## src/rtl/axi_multicore_ctrl.sv

```systemverilog
// Host-command front end for a bank of coprocessor cores: per-core lifecycle FSMs,
// elapsed-cycle counters, host BRAM access and round-robin sharing of the BRAM read port.
module axi_multicore_ctrl #(
  parameter int REG_WIDTH      = 32,
  parameter int MEM_WIDTH      = 64,
  parameter int MEM_ADDR_WIDTH = 9,
  parameter int N_CORES        = 4
) (
  input  logic                              clk,
  input  logic                              rst,
  input  logic [REG_WIDTH-1:0]              cmd_register,
  input  logic [REG_WIDTH-1:0]              core_sel_register,
  input  logic [REG_WIDTH-1:0]              address_register,
  input  logic [MEM_WIDTH-1:0]              data_in_register,
  input  logic [REG_WIDTH-1:0]              start_cc_pointer_register,
  input  logic [REG_WIDTH-1:0]              end_cc_pointer_register,
  output logic [REG_WIDTH-1:0]              status_register,
  output logic [MEM_WIDTH-1:0]              data_o_register,
  output logic [MEM_ADDR_WIDTH-1:0]         mem_r_addr,
  output logic                              mem_r_valid,
  input  logic [MEM_WIDTH-1:0]              mem_r_data,
  output logic [MEM_ADDR_WIDTH-1:0]         mem_w_addr,
  output logic [MEM_WIDTH-1:0]              mem_w_data,
  output logic                              mem_w_valid,
  output logic                              cop_rst,
  output logic [N_CORES-1:0]                cop_valid,
  input  logic [N_CORES-1:0]                cop_ready,
  input  logic [N_CORES-1:0]                cop_done,
  input  logic [N_CORES-1:0]                cop_accept,
  input  logic [N_CORES-1:0]                cop_error,
  input  logic [N_CORES*MEM_ADDR_WIDTH-1:0] cop_mem_addr,
  input  logic [N_CORES-1:0]                cop_mem_valid,
  output logic [N_CORES-1:0]                cop_mem_ready,
  output logic [N_CORES-1:0]                cop_mem_data_valid,
  output logic [MEM_WIDTH-1:0]              cop_mem_data,
  output logic [REG_WIDTH-1:0]              cop_start_cc_pointer,
  output logic [REG_WIDTH-1:0]              cop_end_cc_pointer
);

  // Handshakes: a core start fires on a cycle with cop_valid[i] && cop_ready[i];
  // a fetch is granted on the same cycle cop_mem_ready[i] is high, and its data
  // arrives one cycle later flagged by cop_mem_data_valid[i].

  localparam int RR_W = (N_CORES > 1) ? $clog2(N_CORES) : 1;

  localparam logic [REG_WIDTH-1:0] CMD_WRITE   = REG_WIDTH'(1);
  localparam logic [REG_WIDTH-1:0] CMD_READ    = REG_WIDTH'(2);
  localparam logic [REG_WIDTH-1:0] CMD_START   = REG_WIDTH'(3);
  localparam logic [REG_WIDTH-1:0] CMD_RESET   = REG_WIDTH'(4);
  localparam logic [REG_WIDTH-1:0] CMD_RESTART = REG_WIDTH'(5);
  localparam logic [REG_WIDTH-1:0] CMD_ELAPSED = REG_WIDTH'(6);

  typedef enum logic [2:0] {
    ST_IDLE     = 3'd0,
    ST_RUNNING  = 3'd1,
    ST_ACCEPTED = 3'd2,
    ST_REJECTED = 3'd3,
    ST_ERROR    = 3'd4
  } core_state_t;

  core_state_t            state_q [N_CORES];
  core_state_t            state_d [N_CORES];
  logic [REG_WIDTH-1:0]   cnt_q   [N_CORES];
  logic [REG_WIDTH-1:0]   cnt_d   [N_CORES];
  logic [RR_W-1:0]        rr_q, rr_d;
  logic [N_CORES-1:0]     dv_q;
  logic [N_CORES-1:0]     sel_hot, running, eligible, grant;
  logic                   rst_master, sel_ok, any_running, granted;
  logic                   unused_addr_bits;

  assign rst_master  = rst || (cmd_register == CMD_RESET);
  assign cop_rst     = rst_master;
  assign sel_ok      = |sel_hot;
  assign any_running = |running;

  assign cop_mem_data         = mem_r_data;
  assign cop_mem_data_valid   = dv_q;
  assign cop_mem_ready        = grant;
  assign cop_start_cc_pointer = start_cc_pointer_register;
  assign cop_end_cc_pointer   = end_cc_pointer_register;
  assign unused_addr_bits     = ^address_register[REG_WIDTH-1:MEM_ADDR_WIDTH];

  always_comb begin
    sel_hot   = '0;
    running   = '0;
    cop_valid = '0;
    eligible  = '0;
    for (int i = 0; i < N_CORES; i++) begin
      sel_hot[i]   = (core_sel_register == REG_WIDTH'(i));
      running[i]   = (state_q[i] == ST_RUNNING);
      cop_valid[i] = !rst_master && (cmd_register == CMD_START) && sel_hot[i] &&
                     (state_q[i] == ST_IDLE);
      eligible[i]  = !rst_master && cop_mem_valid[i] &&
                     (running[i] || cop_valid[i]);
    end
  end

  // Round-robin search beginning at rr_q; the winner's successor becomes the new start.
  always_comb begin
    logic [RR_W:0]   sum;
    logic [RR_W-1:0] idx;
    grant   = '0;
    granted = 1'b0;
    rr_d    = rr_q;
    sum     = '0;
    idx     = '0;
    for (int k = 0; k < N_CORES; k++) begin
      sum = {1'b0, rr_q} + (RR_W+1)'(k);
      if (sum >= (RR_W+1)'(N_CORES)) sum = sum - (RR_W+1)'(N_CORES);
      idx = sum[RR_W-1:0];
      if (!granted && eligible[idx]) begin
        granted    = 1'b1;
        grant[idx] = 1'b1;
        rr_d       = (idx == RR_W'(N_CORES-1)) ? '0 : idx + RR_W'(1);
      end
    end
  end

  always_comb begin
    mem_r_valid = 1'b0;
    mem_r_addr  = '0;
    if (granted) begin
      mem_r_valid = 1'b1;
      for (int i = 0; i < N_CORES; i++)
        if (grant[i]) mem_r_addr = cop_mem_addr[i*MEM_ADDR_WIDTH +: MEM_ADDR_WIDTH];
    end else if (!rst_master && (cmd_register == CMD_READ) && !any_running) begin
      mem_r_valid = 1'b1;
      mem_r_addr  = address_register[MEM_ADDR_WIDTH-1:0];
    end
  end

  assign mem_w_valid = !rst_master && (cmd_register == CMD_WRITE) && !any_running;
  assign mem_w_addr  = address_register[MEM_ADDR_WIDTH-1:0];
  assign mem_w_data  = data_in_register;

  always_comb begin
    data_o_register = '0;
    if ((cmd_register == CMD_READ) && !any_running) begin
      data_o_register = mem_r_data;
    end else if ((cmd_register == CMD_ELAPSED) && sel_ok) begin
      for (int i = 0; i < N_CORES; i++)
        if (sel_hot[i]) data_o_register = MEM_WIDTH'(cnt_q[i]);
    end
  end

  always_comb begin
    status_register = '0;
    for (int i = 0; i < N_CORES; i++) status_register[3*i +: 3] = state_q[i];
    status_register[REG_WIDTH-1] = any_running;
  end

  // Per-core lifecycle; error outranks a simultaneous done.
  always_comb begin
    for (int i = 0; i < N_CORES; i++) begin
      state_d[i] = state_q[i];
      cnt_d[i]   = cnt_q[i];
      case (state_q[i])
        ST_IDLE: begin
          if (cop_valid[i] && cop_ready[i]) begin
            state_d[i] = ST_RUNNING;
            cnt_d[i]   = '0;
          end
        end
        ST_RUNNING: begin
          if (cnt_q[i] != '1) cnt_d[i] = cnt_q[i] + REG_WIDTH'(1);
          if (cop_error[i])      state_d[i] = ST_ERROR;
          else if (cop_done[i])  state_d[i] = cop_accept[i] ? ST_ACCEPTED : ST_REJECTED;
        end
        ST_ACCEPTED, ST_REJECTED, ST_ERROR: begin
          if ((cmd_register == CMD_RESTART) && sel_hot[i]) state_d[i] = ST_IDLE;
        end
        default: state_d[i] = ST_IDLE;
      endcase
    end
  end

  always_ff @(posedge clk) begin
    if (rst_master) begin
      for (int i = 0; i < N_CORES; i++) begin
        state_q[i] <= ST_IDLE;
        cnt_q[i]   <= '0;
      end
      rr_q <= '0;
      dv_q <= '0;
    end else begin
      for (int i = 0; i < N_CORES; i++) begin
        state_q[i] <= state_d[i];
        cnt_q[i]   <= cnt_d[i];
      end
      rr_q <= rr_d;
      dv_q <= grant;
    end
  end

endmodule

```

## config.mk

```make
export PLATFORM = sky130hd
export DESIGN_NAME = axi_multicore_ctrl
export DESIGN_NICKNAME = d
export VERILOG_FILES = /design/src/rtl/axi_multicore_ctrl.sv
export SDC_FILE = /design/constraint.sdc
export NUM_CORES = 1
export LEC_CHECK = 0
export CAP_MARGIN = 20
export CORE_AREA = 4 4 256 258
export DETAILED_ROUTE_END_ITERATION = 8
export DIE_AREA = 0 0 260 262
export PLACE_DENSITY_LB_ADDON = 0.3
export SLEW_MARGIN = 15
export SYNTH_ARGS = -nofsm -noshare
export SYNTH_HDL_FRONTEND = slang
export SYNTH_SLANG_ARGS = --single-unit
```

## constraint.sdc

```tcl
create_clock -name clk -period 10.48 [get_ports clk]
set_input_delay 3.144 -clock clk [delete_from_list [all_inputs] [get_ports clk]]
set_output_delay 3.144 -clock clk [all_outputs]
set_load 0.01 [all_outputs]
```

* After elaboration in Yosys (flattened, before gate mapping)
Memories as Yosys holds them, arrays and structs flattened.
Cells that the tools add are included.
** Word-level totals
- Register bits :: 6
- Bits in writable memories :: 140
- Input bits :: 346
- Output and inout port bits :: 321
- Word-level logic and storage cells :: 232
- Memories kept :: 2
** Memories
- cnt_q :: words 4, width 32, read ports 4, clocked after Yosys merged registers in 0, wr ports 4, RTL line 63 : logic [REG_WIDTH-1:0] cnt_q [N_CORES];
- state_q :: words 4, width 3, read ports 4, clocked after Yosys merged registers in 0, wr ports 4, RTL line 61 : core_state_t state_q [N_CORES];
** Operators by class
- Add/sub/neg operators :: 15
- Order comparisons :: 12
- Eq/ne operators :: 33
- Mux-type cells :: 97
- Bitwise gates (word level) :: 11
- Reduce and logical (&&, ||, !) cells :: 60
** Operators with widths (count)
- 32-bit 2-to-1 mux :: 13
- 64-bit 2-to-1 mux :: 5
- 32-bit one-hot mux with 2 select lines :: 4
- 32-bit by 1-bit adder with 32-bit output, second input constant :: 4
- 32-bit by 2-bit == test with 1-bit output, second input constant :: 4
- 32-bit inequality test, second input constant :: 4
- 32-bit by 3-bit == test with 1-bit output, second input constant :: 3
- 32-bit by 1-bit == test with 1-bit output, second input constant :: 2
- 3-bit 2-to-1 mux :: 20
- 9-bit 2-to-1 mux :: 6
- 1-bit logical AND :: 38
- 3-bit one-hot mux with 3 select lines :: 4
- 32-bit logical NOT :: 1
- 3-bit by 2-bit == test with 1-bit output, second input constant :: 8
- 2-bit 2-to-1 mux :: 12
- 1-bit 2-to-1 mux :: 21
- 4-bit 2-to-1 mux :: 4
- 3-bit by 1-bit == test with 1-bit output, second input constant :: 4
- 3-bit == test, second input constant :: 4
- 3-bit logical NOT :: 4
- 2-bit by 3-bit less-than comparator with 1-bit output, second input constant :: 4
- 4-bit OR :: 3
- 3-bit OR reduction :: 4
- 3-bit greater-or-equal comparator, second input constant :: 3
- other kinds (14) :: 49

* Logic depth before layout (Yosys ltp)
- Depth after elaboration :: 25
- Mapped depth :: 14
- Depth with buffers taken out :: 12

* Least setup slack after synthesis
No wires, ideal clock.
- Path kind :: input to output
- From :: input cmd_register[5]
- To :: output mem_r_addr[0]
- Arrival time :: 6.355 ns
- Required time :: 7.336 ns
- Setup slack :: 0.981 ns
- Cell stages on the path :: 10
- Buffers on the path :: 0
- Cells stage by stage :: or4_4 > or4_4 > nor4_4 > a31oi_4 > or3_1 > mux4_2 > o311a_2 > a221oi_4 > nand4_1 > nand3_1
** Between the ends
- Cells in the longest elaborated chain, start to end :: 25
- Elaborated cells between the ends (all ways) :: 59
- Those cells by class :: eq/ne: 3; mux: 22; bitwise: 3; reduce/logical: 31
** RTL lines
- start, declared :: RTL line 11 : input logic [REG_WIDTH-1:0] cmd_register,
- 32-bit by 3-bit == test with 1-bit output :: RTL line 71 : assign rst_master = rst || (cmd_register == CMD_RESET);
- 1-bit logical OR :: RTL line 71
- 1-bit logical NOT :: RTL line 91, 93, 126
- 1-bit logical AND (3 in series) :: RTL line 91 : cop_valid[i] = !rst_master && (cmd_register == CMD_START) && sel_hot[i] &&
- 1-bit logical OR :: RTL line 94 : (running[i] || cop_valid[i]);
- 1-bit logical AND :: RTL line 93 : eligible[i] = !rst_master && cop_mem_valid[i] &&
- 1-bit binary-select mux with 2-bit select :: RTL line 111 : if (!granted && eligible[idx]) begin
- 1-bit 2-to-1 mux (not written as such) :: RTL line 111
- (+4 left out)
- 1-bit logical NOT :: RTL line 111
- 1-bit logical AND :: RTL line 111
- 1-bit 2-to-1 mux :: RTL line 111
- 1-bit logical NOT :: RTL line 111
- 1-bit logical AND :: RTL line 111
- 4-bit 2-to-1 mux :: RTL line 111
- 9-bit 2-to-1 mux (4 in series) :: RTL line 125 : if (grant[i]) mem_r_addr = cop_mem_addr[i*MEM_ADDR_WIDTH +: MEM_ADDR_WIDTH];
- 9-bit 2-to-1 mux * :: RTL line 122 : if (granted) begin
- end, declared :: RTL line 19 : output logic [MEM_ADDR_WIDTH-1:0] mem_r_addr,
Every way passes the cells marked *; elsewhere a longest branch is shown, timed or not. The select of a mux whose other input is x is not followed.

* Final worst setup path
- From :: input cmd_register[5]
- To :: output mem_r_addr[1]
Same word-level chain as after synthesis.

==> results.json <==
{
  "placement_stage_worst_setup_slack_ns": -0.317,
  "setup-tns-final_ns": 0,
  "fmax_mhz": 96.7,
  "skew_ns": 0.0143,
  "worst_setup_hold_path_clk_slew_ns": 0.07,
  "drtAntennaViolNets": 0,
  "wl_per_cell_um": 21.3,
  "final_critical_path_setup_slack_ns": 0.134,
  "cts_tree": "done",
  "timing.setup.critical_path_class": "input port to primary output",
  "postSynthCellCount": 1544,
  "ys_types": 77,
  "synth-warning-count": 0,
  "area_growth_syn_to_layout_pct": 38.5,
  "timing.max_cap.violations": 0,
  "min-delay-path-class": "flop to flop",
  "seq_area_frac_synth_pct": 25.8,
  "outcome": "finished, final reports clean",
  "final-setup-viol-count": 0,
  "async_reset_ff_share_pct": 0,
  "avg_synthesized_cell_area_um2": 7.32,
  "most-common-layout-cells": "sky130_fd_sc_hd__clkdlybuf4s50_1 (352), sky130_fd_sc_hd__nor2_1 (239), sky130_fd_sc_hd__dfxtp_1 (146)",
  "count_of_pins_on_the_block_boundary": 667,
  "critical_path.max_fanout": 8,
  "syn-cell-area_um2": 11300,
  "count_of_cells_along_the_worst_register_to_register_path": 10,
  "layout-drive-gt1-share_pct": 11.0,
  "maxSlewHeadroom_pct": 34.8,
  "hold_violations_final": 0,
  "cellPowerDensity_nw_per_um2": 147,
  "clk_root_buffer_cell": "sky130_fd_sc_hd__clkbuf_16",
  "grt_first_pass_wirelength_mm": 78.7,
  "final-max-slew-violation-count": 0,
  "post-route-period-util_pct": 98.7,
  "gp_congestion": 0.884,
  "cp-end-kind": "primary output",
  "antenna_found_initial": 12,
  "cts.path.max_buffers": 2,
  "max_slew.worst_pin.slew_ns": 0.969,
  "drt-vias-per-instance": 4.57,
  "cellLeakagePower_nw": 5.78,
  "grt_setup_unrepaired": "true",
  "final_net_count": 2103,
  "layout_commonest_cell": "sky130_fd_sc_hd__clkdlybuf4s50_1",
  "cts.sink_count": 146,
  "core.rowCount": 92,
  "hold_ws_ns": 0.505,
  "worst_ir_drop_vdd_mv": 0.111,
  "dr_total_vias": 11936,
  "worst_hold_path.num_cells": 2,
  "grt_start_max_net_pins": 63,
  "via_count_of_the_first_global_routing_pass": 11923,
  "worstPathRequired_ns": 7.34,
  "seqCellArea_um2": 2920,
  "post-dp-hpwl_mm": 46.6,
  "port_buffers": 368,
  "die_x_um": 260,
  "filler_cell_count_in_the_final_layout": 6943,
  "synth-edff-count": 0,
  "gr-total-overflow": 0,
  "critical_path_arrival_ns": 7.20,
  "drc": 0,
  "initial_core_utilization_pct": 18.0,
  "cp-start-kind": "input port",
  "clkLatencyLatePin_ns": 0.44,
  "final_util_pct": 24.9,
  "fp.coreArea_um2": 63000,
  "ys.flop_type": "sky130_fd_sc_hd__dfxtp_1",
  "die_area_um2": 68100,
  "initialDrtViolationCount": 843,
  "synth-seq-cells": 146,
  "htree_num_levels": 4,
  "multiInputGateArea_um2": 6460,
  "grt_usage_pct": 15.6,
  "layout_min_cycle_time_ns": 10.35,
  "postRouteWirelength_mm": 55.7,
  "detailedRoute.firstPassIterationCount": 5,
  "numCtsBuffers": 17,
  "die_h_um": 262,
  "cts_hold_buffers": 0
}
final cells by class:
| class | count | share of cell area (%) |
|---|---|---|
| Antenna cell | 8 | 0.128 |
| Tap cell | 846 | 6.76 |
| Multi-Input combinational cell | 1077 | 41.2 |
| Timing Repair Buffer | 468 | 28.6 |
| Clock buffer | 18 | 2.74 |
| Sequential cell | 146 | 18.7 |
| Clock inverter | 13 | 0.959 |
| Inverter | 37 | 0.887 |
per-layer routing:
layer	share of wire (%)	global-route usage [%]	vias up	wire length, um
li1	-	-	5603	-
met1	40	18.0	5614	22200
met2	46	25.9	615	25700
met3	9.6	5.54	94	5370
met4	4.2	7.26	10	2350
met5	0.12	0.285	-	69
logic make-up after synthesis:
group                    share of synthesized area, %
multiplexers                                     1.23
other                                          0.0332
adder cells (fa/ha/maj)                          1.11
AND/OR/NAND/NOR                                  29.3
AO/OA/AOI/OAI                                    15.8
flip-flops                                       25.8
buffers and inverters                            18.9
XOR/XNOR                                         7.82
worst paths after layout:
path	start	to	slack, ns
max reg2reg	cnt_q[0][13]$_SDFFE_PP0P_	cnt_q[0][17]$_SDFFE_PP0P_	6.90
max	cmd_register[5]	mem_r_addr[1]	0.13
min reg2reg	cnt_q[1][15]$_SDFFE_PP0P_	cnt_q[1][15]$_SDFFE_PP0P_	0.50
min	cnt_q[1][15]$_SDFFE_PP0P_	cnt_q[1][15]$_SDFFE_PP0P_	0.50
registers in the layout, summed over array words and instances, names as in the netlist:
signal              count
state_q                12
cop_mem_data_valid      4
rr_q                    2
cnt_q                 128
Yosys cell counts (all sizes together), types with 34 or more instances:
| cell type | instances | area [um2] |
|---|---|---|
| a21oi | 74 | 374 |
| and3 | 57 | 357 |
| buf | 238 | 1760 |
| clkbuf | 64 | 240 |
| dfxtp | 146 | 2920 |
| inv | 37 | 139 |
| nand2 | 114 | 428 |
| nand3 | 65 | 330 |
| nand4 | 52 | 340 |
| nor2 | 240 | 903 |
| o21ai | 65 | 325 |
| o221ai | 34 | 304 |
| xor2 | 72 | 631 |
stage by stage:
| step | std cells | area [um2] | power [mW] |
|---|---|---|---|
| 2_1_floorplan | 1562 | 11400 | 1.21 |
| 3_3_place_gp | 2572 | 14900 | 1.69 |
| 3_5_place_dp | 2572 | 14900 | 1.70 |
| 4_1_cts | 2604 | 15600 | 2.31 |
| 5_1_grt | 2608 | 15700 | 2.44 |
| 6_report | 2613 | 15700 | 2.31 |
critical path, cell delays in order:
cell	delay, ns
sky130_fd_sc_hd__clkdlybuf4s50_1	0.40
sky130_fd_sc_hd__or4_4	0.54
sky130_fd_sc_hd__or4_4	0.48
sky130_fd_sc_hd__nor4_4	0.24
sky130_fd_sc_hd__buf_6	0.16
sky130_fd_sc_hd__a31oi_4	0.10
sky130_fd_sc_hd__or3_4	0.39
sky130_fd_sc_hd__mux4_2	0.57
sky130_fd_sc_hd__buf_6	0.18
sky130_fd_sc_hd__o311a_1	0.13
sky130_fd_sc_hd__buf_4	0.17
sky130_fd_sc_hd__o22ai_1	0.20
sky130_fd_sc_hd__o211ai_1	0.11
sky130_fd_sc_hd__nand3_1	0.11
sky130_fd_sc_hd__dlygate4sd2_1	0.27
repair_timing:
item | in CTS | in global routing
setup endpoints to repair | 11 | 14
pin swaps | 1 | 2
resized for setup | 15 | 21
buffers inserted | 1 | 1
report_power, final:
group | total [mW] | switching [mW] | leakage [nW] | internal [mW]
clock | 0.628 | 0.273 | 0.284 | 0.355
combinational | 1.04 | 0.547 | 4.32 | 0.497
sequential | 0.638 | 0.0557 | 1.18 | 0.582
Power figures use the tool's default switching activity.
